[src/rtl/lab1_imul_dot_prod_client_if.sv]
// Handshake bundle for lab1_imul_dot_prod_client.
//   in_*       : operand-pair stream {last[64], a[63:32], b[31:0]}
//   mul_req_*  : multiply request to the multiplier {a, b}
//   mul_resp_* : product returned by the multiplier {result}
//   out_*      : dot-product result {count[47:32], sum[31:0]}
// master: the dot-product client. slave: the surrounding source/multiplier/sink.
interface lab1_imul_dot_prod_client_if;
    logic        in_val;
    logic        in_rdy;
    logic [64:0] in_msg;
    logic        mul_req_val;
    logic        mul_req_rdy;
    logic [63:0] mul_req_msg;
    logic        mul_resp_val;
    logic        mul_resp_rdy;
    logic [31:0] mul_resp_msg;
    logic        out_val;
    logic        out_rdy;
    logic [47:0] out_msg;

    modport master (
        input  in_val, in_msg, mul_req_rdy, mul_resp_val, mul_resp_msg, out_rdy,
        output in_rdy, mul_req_val, mul_req_msg, mul_resp_rdy, out_val, out_msg
    );

    modport slave (
        output in_val, in_msg, mul_req_rdy, mul_resp_val, mul_resp_msg, out_rdy,
        input  in_rdy, mul_req_val, mul_req_msg, mul_resp_rdy, out_val, out_msg
    );
endinterface

[src/rtl/lab1_imul_dot_prod_client.sv]
// Dot-product client for the lab1_imul val/rdy multiplier.
// Forwards each operand pair as a multiply request (combinational pass-through,
// at most MAX_OUTSTANDING unanswered requests), sums the returned products and
// emits {count, sum} once per vector terminated by the last flag.
// Ports:
//   clk   : clock, rising edge
//   reset : synchronous, active-high
//   bus   : lab1_imul_dot_prod_client_if.master (in / mul_req / mul_resp / out)
// Parameter: MAX_OUTSTANDING (1..7), default 2.
// Build option: define LAB1_IMUL_DOT_PROD_SAT_EN for unsigned-saturating
// accumulation; otherwise the sum wraps modulo 2^32.
module lab1_imul_dot_prod_client #(
    parameter int unsigned MAX_OUTSTANDING = 2
) (
    input logic                          clk,
    input logic                          reset,
    lab1_imul_dot_prod_client_if.master  bus
);

    typedef enum logic [1:0] {
        ISSUE = 2'd0,
        DRAIN = 2'd1,
        DONE  = 2'd2
    } state_t;

    state_t      state_q, state_d;
    logic [2:0]  outstanding_q, outstanding_d;
    logic [15:0] count_q, count_d;
    logic [31:0] acc_q, acc_d;
    logic        credit_ok;
    logic        in_go;
    logic        req_go;
    logic        resp_go;

    // Credit check uses the registered count, so a same-cycle response
    // never frees a slot for an extra issue.
    assign credit_ok = (outstanding_q < 3'(MAX_OUTSTANDING));
    assign in_go     = bus.in_val && bus.in_rdy;
    assign req_go    = bus.mul_req_val && bus.mul_req_rdy;
    assign resp_go   = bus.mul_resp_val && bus.mul_resp_rdy;

    always_comb begin
        outstanding_d = outstanding_q;
        case ({req_go, resp_go})
            2'b10:   outstanding_d = outstanding_q + 3'd1;
            2'b01:   outstanding_d = outstanding_q - 3'd1;
            default: outstanding_d = outstanding_q;
        endcase
    end

`ifdef LAB1_IMUL_DOT_PROD_SAT_EN
    logic [32:0] acc_sum;
    assign acc_sum = {1'b0, acc_q} + {1'b0, bus.mul_resp_msg};
`endif

    always_comb begin
        state_d          = state_q;
        bus.in_rdy       = 1'b0;
        bus.mul_req_val  = 1'b0;
        bus.mul_req_msg  = bus.in_msg[63:0];
        bus.mul_resp_rdy = (outstanding_q != 3'd0);
        bus.out_val      = 1'b0;
        bus.out_msg      = '0;
        count_d          = count_q;
        acc_d            = acc_q;

        if (resp_go) begin
`ifdef LAB1_IMUL_DOT_PROD_SAT_EN
            acc_d = acc_sum[32] ? '1 : acc_sum[31:0];
`else
            acc_d = acc_q + bus.mul_resp_msg;
`endif
        end

        case (state_q)
            ISSUE: begin
                // in go and request go are the same event: in_rdy mirrors
                // mul_req_rdy, mul_req_val mirrors in_val, both credit-gated.
                bus.in_rdy      = bus.mul_req_rdy && credit_ok && !reset;
                bus.mul_req_val = bus.in_val && credit_ok && !reset;
                if (in_go) begin
                    count_d = count_q + 16'd1;
                    if (bus.in_msg[64]) state_d = DRAIN;
                end
            end
            DRAIN: begin
                if (outstanding_d == 3'd0) state_d = DONE;
            end
            DONE: begin
                bus.out_val = 1'b1;
                bus.out_msg = {count_q, acc_q};
                if (bus.out_rdy) begin
                    count_d = '0;
                    acc_d   = '0;
                    state_d = ISSUE;
                end
            end
            default: state_d = ISSUE;
        endcase
    end

    always_ff @(posedge clk) begin
        if (reset) begin
            state_q       <= ISSUE;
            outstanding_q <= '0;
            count_q       <= '0;
            acc_q         <= '0;
        end else begin
            state_q       <= state_d;
            outstanding_q <= outstanding_d;
            count_q       <= count_d;
            acc_q         <= acc_d;
        end
    end

endmodule

[src/flat_wrapper.sv]
// flat-port wrapper written by rule: the top's interface ports become plain ports
module lab1_imul_dot_prod_client_flat 
#(
    parameter int unsigned MAX_OUTSTANDING = 2
)
  (clk, reset, bus_in_val, bus_in_msg, bus_mul_req_rdy, bus_mul_resp_val, bus_mul_resp_msg, bus_out_rdy, bus_in_rdy, bus_mul_req_val, bus_mul_req_msg, bus_mul_resp_rdy, bus_out_val, bus_out_msg);
  lab1_imul_dot_prod_client_if bus_i ();
  input logic clk;
  input logic reset;
  input wire logic [$bits(bus_i.in_val)-1:0] bus_in_val;
  input wire logic [$bits(bus_i.in_msg)-1:0] bus_in_msg;
  input wire logic [$bits(bus_i.mul_req_rdy)-1:0] bus_mul_req_rdy;
  input wire logic [$bits(bus_i.mul_resp_val)-1:0] bus_mul_resp_val;
  input wire logic [$bits(bus_i.mul_resp_msg)-1:0] bus_mul_resp_msg;
  input wire logic [$bits(bus_i.out_rdy)-1:0] bus_out_rdy;
  output wire logic [$bits(bus_i.in_rdy)-1:0] bus_in_rdy;
  output wire logic [$bits(bus_i.mul_req_val)-1:0] bus_mul_req_val;
  output wire logic [$bits(bus_i.mul_req_msg)-1:0] bus_mul_req_msg;
  output wire logic [$bits(bus_i.mul_resp_rdy)-1:0] bus_mul_resp_rdy;
  output wire logic [$bits(bus_i.out_val)-1:0] bus_out_val;
  output wire logic [$bits(bus_i.out_msg)-1:0] bus_out_msg;
  assign bus_i.in_val = bus_in_val;
  assign bus_i.in_msg = bus_in_msg;
  assign bus_i.mul_req_rdy = bus_mul_req_rdy;
  assign bus_i.mul_resp_val = bus_mul_resp_val;
  assign bus_i.mul_resp_msg = bus_mul_resp_msg;
  assign bus_i.out_rdy = bus_out_rdy;
  assign bus_in_rdy = bus_i.in_rdy;
  assign bus_mul_req_val = bus_i.mul_req_val;
  assign bus_mul_req_msg = bus_i.mul_req_msg;
  assign bus_mul_resp_rdy = bus_i.mul_resp_rdy;
  assign bus_out_val = bus_i.out_val;
  assign bus_out_msg = bus_i.out_msg;
  lab1_imul_dot_prod_client #(.MAX_OUTSTANDING(MAX_OUTSTANDING)) u_core (.clk(clk), .reset(reset), .bus(bus_i));
endmodule
[config.mk]
export PLATFORM = sky130hd
export DESIGN_NAME = lab1_imul_dot_prod_client_flat
export DESIGN_NICKNAME = d
export VERILOG_FILES = /design/src/rtl/lab1_imul_dot_prod_client_if.sv /design/src/rtl/lab1_imul_dot_prod_client.sv /design/src/flat_wrapper.sv
export SDC_FILE = /design/constraint.sdc
export NUM_CORES = 1
export LEC_CHECK = 0
export CAP_MARGIN = 25
export CORE_MARGIN = 4
export CORE_UTILIZATION = 45
export CTS_CLUSTER_DIAMETER = 80
export DETAILED_ROUTE_END_ITERATION = 16
export PLACE_DENSITY = 0.94
export SLEW_MARGIN = 10
export SYNTH_ARGS = -nofsm -noshare
export SYNTH_HDL_FRONTEND = slang
export SYNTH_SLANG_ARGS = --single-unit
[constraint.sdc]
create_clock -name clk -period 4.84 [get_ports clk]
set_input_delay 1.21 -clock clk [delete_from_list [all_inputs] [get_ports clk]]
set_output_delay 1.21 -clock clk [all_outputs]
set_load 0.03 [all_outputs]
Word level (Yosys, flattened, before mapping):

Cells that the tools add are included.

* flip-flop bits (word level): 53
* input port bits: 103
* output and inout bits: 116
* word-level logic and storage cells: 47

* add/subtract/negate cells: 4
* magnitude comparators: 1
* equal/unequal tests: 8
* mux-type cells: 16
* reduce and logical (&&, ||, !) cells: 14

Operator list (count)
* 2-to-1 mux 32 bit: 3
* 2-to-1 mux 48 bit: 1
* adder 32 bit: 1
* 2-to-1 mux 16 bit: 2
* one-hot mux 16 bit (2 select lines): 1
* adder 16 x 1 -> 16 bit, second input constant: 1
* 2-to-1 mux 2 bit: 4
* logical AND 1 bit: 7
* one-hot mux 2 bit (3 select lines): 1
* one-hot mux 3 bit (2 select lines): 1
* equality test 2 x 1 -> 1 bit, second input constant: 2
* equality test 2 bit, second input constant: 2
* != test 2 x 1 -> 1 bit, second input constant: 2
* != test 2 bit, second input constant: 2
* AND reduction 4 bit: 1
* adder 3 x 1 -> 3 bit, second input constant: 1
* logical NOT 3 bit: 1
* < comparator 3 x 2 -> 1 bit, second input constant: 1
* 2-to-1 mux 1 bit: 3
* AND reduction 3 bit: 1
* nonzero test 3 bit: 1
* subtractor 3 x 1 -> 3 bit, second input constant: 1
* logical NOT 2 bit: 1
* nonzero test 2 bit: 1
* logical NOT 1 bit: 1

Logic depth before layout (Yosys ltp):

Gate-level depths: netlist (run 1).

* depth after elaboration: 10
* gate-level depth with buffers: 16
* depth with buffers taken out: 14

Least setup slack after synthesis (run 1):

OpenSTA, ideal clock, no wires.

* path kind: input to register
* from: input reset
* to: register u_core.state_q[1]
* setup time: 125 ps
* arrival time: 3493 ps
* slack: 1221 ps
* cell stages on the path: 15
* cells stage by stage: clkbuf_1 nor3_1 and3_1 and2_1 inv_1 ha_1 inv_1 fa_1 xor2_1 xnor2_1 nor3_1 a31oi_1 nor2_1 a21oi_1 nor2_1

* elaborated cells on any way between the ends: 14
* those cells by class: eq/ne: 4; mux: 3; reduce/logical: 7

RTL lines
* from (decl): line flat_wrapper.sv:9 `input logic reset;`
* logical NOT 1 bit: line lab1_imul_dot_prod_client.sv:79 `bus.in_rdy = bus.mul_req_rdy && credit_ok && !reset;`
* logical AND 1 bit: line lab1_imul_dot_prod_client.sv:79
* 2-to-1 mux 1 bit: line lab1_imul_dot_prod_client.sv:75 `case (state_q)`
* named net bus_in_rdy: line flat_wrapper.sv:16 `output wire logic [$bits(bus_i.in_rdy)-1:0] bus_in_rdy;`
* logical AND 1 bit: line lab1_imul_dot_prod_client.sv:38 `assign in_go = bus.in_val && bus.in_rdy;`
* != test 2 x 1 -> 1 bit (no source line)
* AND reduction 4 bit (no source line)
* to (signal assigned): line lab1_imul_dot_prod_client.sv:109 `state_q <= state_d;`
* to (decl): line lab1_imul_dot_prod_client.sv:26 `state_t state_q, state_d;`

The timed path passes the listed nets, and every way through them passes these cells.
A chain may end at the register's enable or synchronous reset.

Worst setup path in the final report (run 1):

* from: input reset
* to: output bus_in_rdy

* longest elaborated chain between the ends: 3

Ends and longest elaborated chain (line)
* logical NOT 1 bit: lab1_imul_dot_prod_client.sv:79
* logical AND 1 bit: lab1_imul_dot_prod_client.sv:79
* 2-to-1 mux 1 bit: lab1_imul_dot_prod_client.sv:75
* to (decl): flat_wrapper.sv:16

No other way between the ends.

==> key figures, run 1 <==
STA
  – Max Fclk: 243 MHz
  – Final setup violating endpoints: 0
  – Pins Over Slew Limit: 0
  – Unrepaired setup endpoints after global routing: no
  – Setup_tns: 0 ps
  – Crit share post-route: 0.851
  – Final min period: 4120 ps
  – Max-slew headroom: 0.467
  – Final hold vios: 0
  – Pin slew with the least headroom to its limit: 797 ps
  – Hold WS: 475 ps
  – Clock skew: 9.49 ps

Synthesis
  – Register bit count reported by yosys: 53
  – Post-synth EDFFs: 0
  – Syn Area/Cell: 7.66 um2
  – Post-synth cell types: 57
  – Mapped Area: 4400 um2
  – Main flop type after synthesis: dfxtp_1
  – Sequential-to-total area share from yosys stat: 0.241
  – Synth top area cells: dfxtp_1, buf_4, ha_1
  – Yosys warnings: 0
  – Syn nets: 713
  – Share of the synthesized area in the top cell type: 0.241
  – Gate Count Post-Synth: 575
  – Synth async-reset ratio: 0
  – Cell taking the most area after synthesis: dfxtp_1

Clock network
  – # Post-CTS Setup Buffers: 0
  – Clock-pin slew on the worst setup and hold paths: 110 ps
  – TritonCTS sink count: 53
  – Total CTS buffers: 5
  – Clock Latency Late Sink: 310 ps
  – # hold bufs at CTS: 0
  – CTS max path bufs: 2
  – CTS tree: built
  – CTS root buf: clkbuf_8
  – H-tree level count: 2
  – CTS resizes: 0

Global routing
  – Largest net degree at the start of global routing: 41
  – Global-route wire length before repair: 18,600 um
  – Gr ovfl total: 0
  – Total Routing Usage GR: 0.194
  – Initial antenna violation count: 0
  – Vias in the first global route: 3,982

Power and ir drop
  – Static leakage: 0.00199 uW
  – PwrDens: 320 nW/um2
  – VDD IR max: 164 uV

Route
  – Post-route ant nets: 0
  – Top Layer Used: met4
  – DR WL met2: 5340 um
  – Post-Route WL: 11,000 um
  – Drt first pass iters: 4
  – DRT iter0 DRCs: 197
  – Vias per cell: 5.52
  – WL met3: 753 um
  – Wire per inst: 15.2 um
  – Via count: 3,989
  – DR DRC count: 0
  – WL met1: 4750 um

Die
  – Die Y: 107 um
  – FP Rows: 35
  – Die ar.: 11,400 um2
  – Die W: 107 um
  – Ports: 219
  – Core Area: 9370 um2
  – Starting Density: 0.470

Worst setup path
  – Critical Path RT: 3630 ps
  – Worst Setup End Kind: primary output
  – Worst Setup Start Kind: primary input
  – Worst Path Arrival: 2910 ps
  – WS Path Type: in2out
  – CP max FO: 9

Worst hold path
  – Worst min path class: reg2reg

Status
  – Status: complete, no violations

Placed design
  – Number of port buffers: 90
  – Dpl cells: 714
  – Dpl hpwl: 8420 um
  – Final GP Congestion: 0.884

Layout
  – Fin util: 0.537
  – Final nets: 730
  – Commonest non-fill, non-tap cell in the layout: clkdlybuf4s50_1
  – Most frequent cells in the layout: clkdlybuf4s50_1, nand2_1, a21oi_1, dfxtp_1, and2_1
  – Share of cells above drive strength 1: 0.0304
  – Area grow syn2layout: 14.4%
  – Final std cells w/o fill: 722
  – N_diodes: 0

Run
  – Number of max-cap violations: 0
power breakdown:
| part | internal [uW] | total (uW) | switching (uW) |
|---|---|---|---|
| combinational | 321 | 785 | 464 |
| sequential | 502 | 554 | 52.0 |
| clock | 106 | 273 | 167 |
logic make-up after synthesis:
group	synth area share
AOI/OAI and AO/OA	0.194
xor gates and xnor gates	0.0835
adders and majority gates	0.103
buffers and inverters	0.138
DFF	0.241
muxes	0.00227
and+or+nand+nor	0.238
layout make-up:
type,count,area (um2)
tap,129,161
fill,912,4340
clock inverter,3,25.0
inverter,14,52.6
timing repair buffer,94,931
clock buffer,5,68.8
multi-input combinational,424,2740
sequential,53,1060
flip-flops by register name, indices dropped and copies added (netlist names):
register,cells
u_core.outstanding_q,3
u_core.count_q,16
u_core.state_q,2
u_core.acc_q,32
worst paths after layout:
kind | from | to | slack [ps] | depth (start not counted)
max | reset | bus_in_rdy | 720 | 4
min | u_core.acc_q[13] | u_core.acc_q[13] | 480 | 2
max reg2reg | u_core.acc_q[0] | u_core.acc_q[30] | 1830 | 11
min reg2reg | u_core.acc_q[13] | u_core.acc_q[13] | 480 | 2
cell usage after synthesis (3+ instances only):
library cell,number
nand2_1,65
o21ai_0,16
ha_1,33
inv_1,14
a31oi_1,3
and3_1,6
a21o_1,8
dfxtp_1,53
xor2_1,23
buf_4,64
a211oi_1,9
xnor2_1,19
and2_1,50
nand2b_1,3
a22o_1,6
o21bai_1,6
o21ai_1,3
nand3_1,9
a21oi_1,53
buf_1,3
nor4_1,4
o31ai_1,4
clkbuf_1,16
nand4_1,8
nor2_1,48
nor3_1,11
per-layer routing:
layer  GRT usage  vias to the layer above
li1            -                     1961
met1       0.249                     1839
met2       0.335                      169
met3      0.0343                       20
met4      0.0575                        0
met5           0                        -
metrics by stage:
stage | cell area, um2 | total power (uW) | worst slack, ps
CTS | 5030 | 1620 | 732
floorplan | 4400 | 1230 | 1220
global route | 5030 | 1750 | 621
detailed placement | 4940 | 1340 | 506
global placement | 4940 | 1310 | 575
finish | 5030 | 1610 | 722
critical path, stage by stage:
cell and delay [ps]:
clkdlybuf4s50_1 570, nor3_1 240, and3_1 210, clkdlybuf4s50_1 670
No activity file was read; power rests on OpenSTA's default activity.
==> run 2: changes to the inputs <==
--- a/config.mk
+++ b/config.mk
@@ -7,10 +7,11 @@
 export LEC_CHECK = 0
 export CAP_MARGIN = 25
 export CORE_MARGIN = 4
-export CORE_UTILIZATION = 45
+export CORE_UTILIZATION = 37
 export CTS_CLUSTER_DIAMETER = 80
 export DETAILED_ROUTE_END_ITERATION = 16
-export PLACE_DENSITY = 0.94
+export PLACE_DENSITY = 0.84
+export SKIP_LAST_GASP = 1
 export SLEW_MARGIN = 10
 export SYNTH_ARGS = -nofsm -noshare
 export SYNTH_HDL_FRONTEND = slang
==> constraint.sdc (replaced) <==
create_clock -name clk -period 3.7 [get_ports clk]
set_input_delay 0.925 -clock clk [delete_from_list [all_inputs] [get_ports clk]]
set_output_delay 0.925 -clock clk [all_outputs]
set_load 0.03 [all_outputs]
==> run 2 against run 1 <==
  * Register-to-register slack got worse by 900 ps
  * Critical path depth up 9
  * Clock power rose by 76%
  * Sequential cell count is the same
  * Via count down 1.9%
  * Clock skew down 2.5 ps
  * Cell count is 5.5% higher
  * Global-route usage decreased by 3.8 points
  * Cell area increased by 5.3%
  * Utilization fell by 7.7 points
  * Critical path type is now in2reg
  * Largest power group unchanged
==> key figures, run 2 (same netlist as run 1, synthesis figures left out) <==
Worst setup path
  – Critical Path RT: 3890 ps (+260 ps)
  – CP max stage delay: 400 ps (-270 ps)
  – CP max FO: 3 (-6)
  – Critical path's top delay family: compound AO/OA/AOI/OAI gates
  – Worst Path Arrival: 3690 ps (+780 ps)
  – Worst Setup End Kind: register
  – CP Cell Sequence: clkdlybuf4s50_1, ha_1, fa_1, a211oi_1, nor2_1, a311oi_1, o21ai_1, a211oi_1, buf_4, o31a_1, o21ai_1, xnor2_1, a22o_1
  – Worst Path Buf+Inv: 2 (unchanged)
  – Worst Setup Start Kind: primary input
  – Slowest stage cell, crit path: clkdlybuf4s50_1
  – WS Path Type: in2reg

Global routing
  – GR Layer Usage met3: 0.0319 (-0.00244)
  – Largest net degree at the start of global routing: 40 (-2.4%)
  – Initial antenna violation count: 0 (unchanged)
  – Global-route wire length before repair: 17,700 um (-4.7%)
  – Grt met1 use: 0.206 (-0.0429)
  – Met2 Track Usage GR: 0.265 (-0.0698)
  – Gr ovfl total: 0 (unchanged)
  – Total Routing Usage GR: 0.157 (-0.0377)
  – GRT busiest layer: met2
  – Vias in the first global route: 3,901 (-2.0%)

Layout
  – Area grow syn2layout: 20.5%
  – Share of cells above drive strength 1: 0.0711 (+0.0407)
  – Most flops, register: u_core.acc_q
  – Commonest non-fill, non-tap cell in the layout: clkdlybuf4s50_1
  – Max reg flops: 32 (unchanged)
  – Fin util: 0.461 (-0.0767)
  – Largest regs: u_core.acc_q: 32 flops, u_core.count_q: 16 flops, u_core.outstanding_q: 3 flops
  – N_diodes: 0 (unchanged)
  – Most frequent cells in the layout: clkdlybuf4s50_1, nand2_1, a21oi_1, dfxtp_1, and2_1
  – Final nets: 756 (+3.6%)

Clock network
  – Clock-pin slew on the worst setup and hold paths: 80 ps (-30 ps)
  – H-tree level count: 2 (unchanged)
  – TritonCTS sink count: 53 (unchanged)
  – Clock Latency Late Sink: 290 ps (-20 ps)
  – # Post-CTS Setup Buffers: 0 (unchanged)
  – # hold bufs at CTS: 0 (unchanged)
  – CTS max path bufs: 2 (unchanged)
  – Total CTS buffers: 5 (unchanged)
  – CTS resizes: 0 (unchanged)
  – CTS root buf: clkbuf_16
  – CTS tree: built

Die
  – Die ar.: 13,700 um2 (+20%)
  – Ports: 219 (unchanged)
  – Starting Density: 0.382 (-0.0875)
  – Die W: 117 um (+9.5%)
  – Core Area: 11,500 um2 (+23%)
  – FP Rows: 39 (+11%)
  – Die Y: 117 um (+9.5%)

Route
  – Drt first pass iters: 6 (+2)
  – Wire per inst: 14.2 um (-6.9%)
  – Via count: 3,913 (-1.9%)
  – Post-route ant nets: 0 (unchanged)
  – DR DRC count: 0 (unchanged)
  – Vias per cell: 5.14 (-7.1%)
  – Post-Route WL: 10,800 um (-1.8%)
  – DRT iter0 DRCs: 238 (+21%)

STA
  – Pins Over Slew Limit: 0 (unchanged)
  – Pin slew with the least headroom to its limit: 708 ps (-88.3 ps)
  – Unrepaired setup endpoints after global routing: no
  – Hold WS: 467 ps (-7.97 ps)
  – Final min period: 3500 ps
  – Setup_tns: 0 ps (unchanged)
  – Clock skew: 6.94 ps (-2.54 ps)
  – Crit share post-route: 0.947
  – Final hold vios: 0 (unchanged)
  – Final setup violating endpoints: 0 (unchanged)
  – Max-slew headroom: 0.526 (+0.0591)
  – Max Fclk: 286 MHz

Power and ir drop
  – Overall power: 2290 uW (+42%)
  – Sequential Power Share: 0.316 (-0.028)
  – PwrDens: 432 nW/um2 (+35%)
  – Combinational share of power: 0.474 (-0.013)
  – Clock Power Share: 0.210 (+0.041)
  – Static leakage: 0.00215 uW (+7.8%)
  – VDD IR max: 246 uV (+50%)
  – Internal power: 1390 uW (+50%)
  – Switching Fraction: 0.392 (-0.0312)
  – P_sw: 899 uW (+32%)

Placed design
  – Number of port buffers: 90 (unchanged)
  – Dpl hpwl: 8380 um (-0.51%)
  – Final GP Congestion: 0.917 (+3.8%)

Worst hold path
  – Worst min path class: reg2reg

Run
  – Number of max-cap violations: 0 (unchanged)

Status
  – Status: complete, no violations
-- run 2: path summary, 6_finish.rpt --
check                            from                to  slack [ps]  depth (start not counted)
setup reg to reg      u_core.acc_q[0]  u_core.acc_q[26]         930                         12
hold / removal       u_core.acc_q[14]  u_core.acc_q[14]         470                          2
setup / recovery  bus_mul_resp_msg[0]  u_core.acc_q[26]         200                         13
hold reg to reg      u_core.acc_q[14]  u_core.acc_q[14]         470                          2
-- run 2: power by group through the flow --
stage / sequential [uW] / clock (uW) / combinational [uW]
after floorplan: 715 / 0 / 899
after global placement: 735 / 0 / 1070
after detailed placement: 737 / 0 / 1080
after CTS: 724 / 499 / 1090
after global routing: 736 / 517 / 1220
final: 724 / 480 / 1090
-- run 2: cell type report --
| cell class | instances | area, um2 |
|---|---|---|
| clock buffers | 5 | 125 |
| clock inverters | 3 | 25.0 |
| fillers | 1160 | 6210 |
| inverters | 14 | 52.6 |
| multi-input cells | 424 | 2740 |
| flip-flops and latches | 53 | 1060 |
| well taps | 143 | 179 |
| repair buffers | 120 | 1130 |
-- run 2: metal layers --
layer | up-vias | wire, um
met5 | - | 0
met3 | 20 | 616
met1 | 1772 | 5020
met2 | 107 | 4940
li1 | 2014 | -
met4 | 0 | 217
-- run 2: metrics by stage --
step / cells / area (um2) / setup slack [ps]
6_report: 762 / 5300 / 198
5_1_grt: 762 / 5300 / 49.6
4_1_cts: 762 / 5300 / 196
3_5_place_dp: 754 / 5150 / -114
3_3_place_gp: 754 / 5150 / -121
2_1_floorplan: 575 / 4400 / 366
-- run 2: worst min-delay path, cell delays in order, from the launching register on --
cell and delay [ps]:
dfxtp_1 320, nand2_1 50, a21oi_1 50
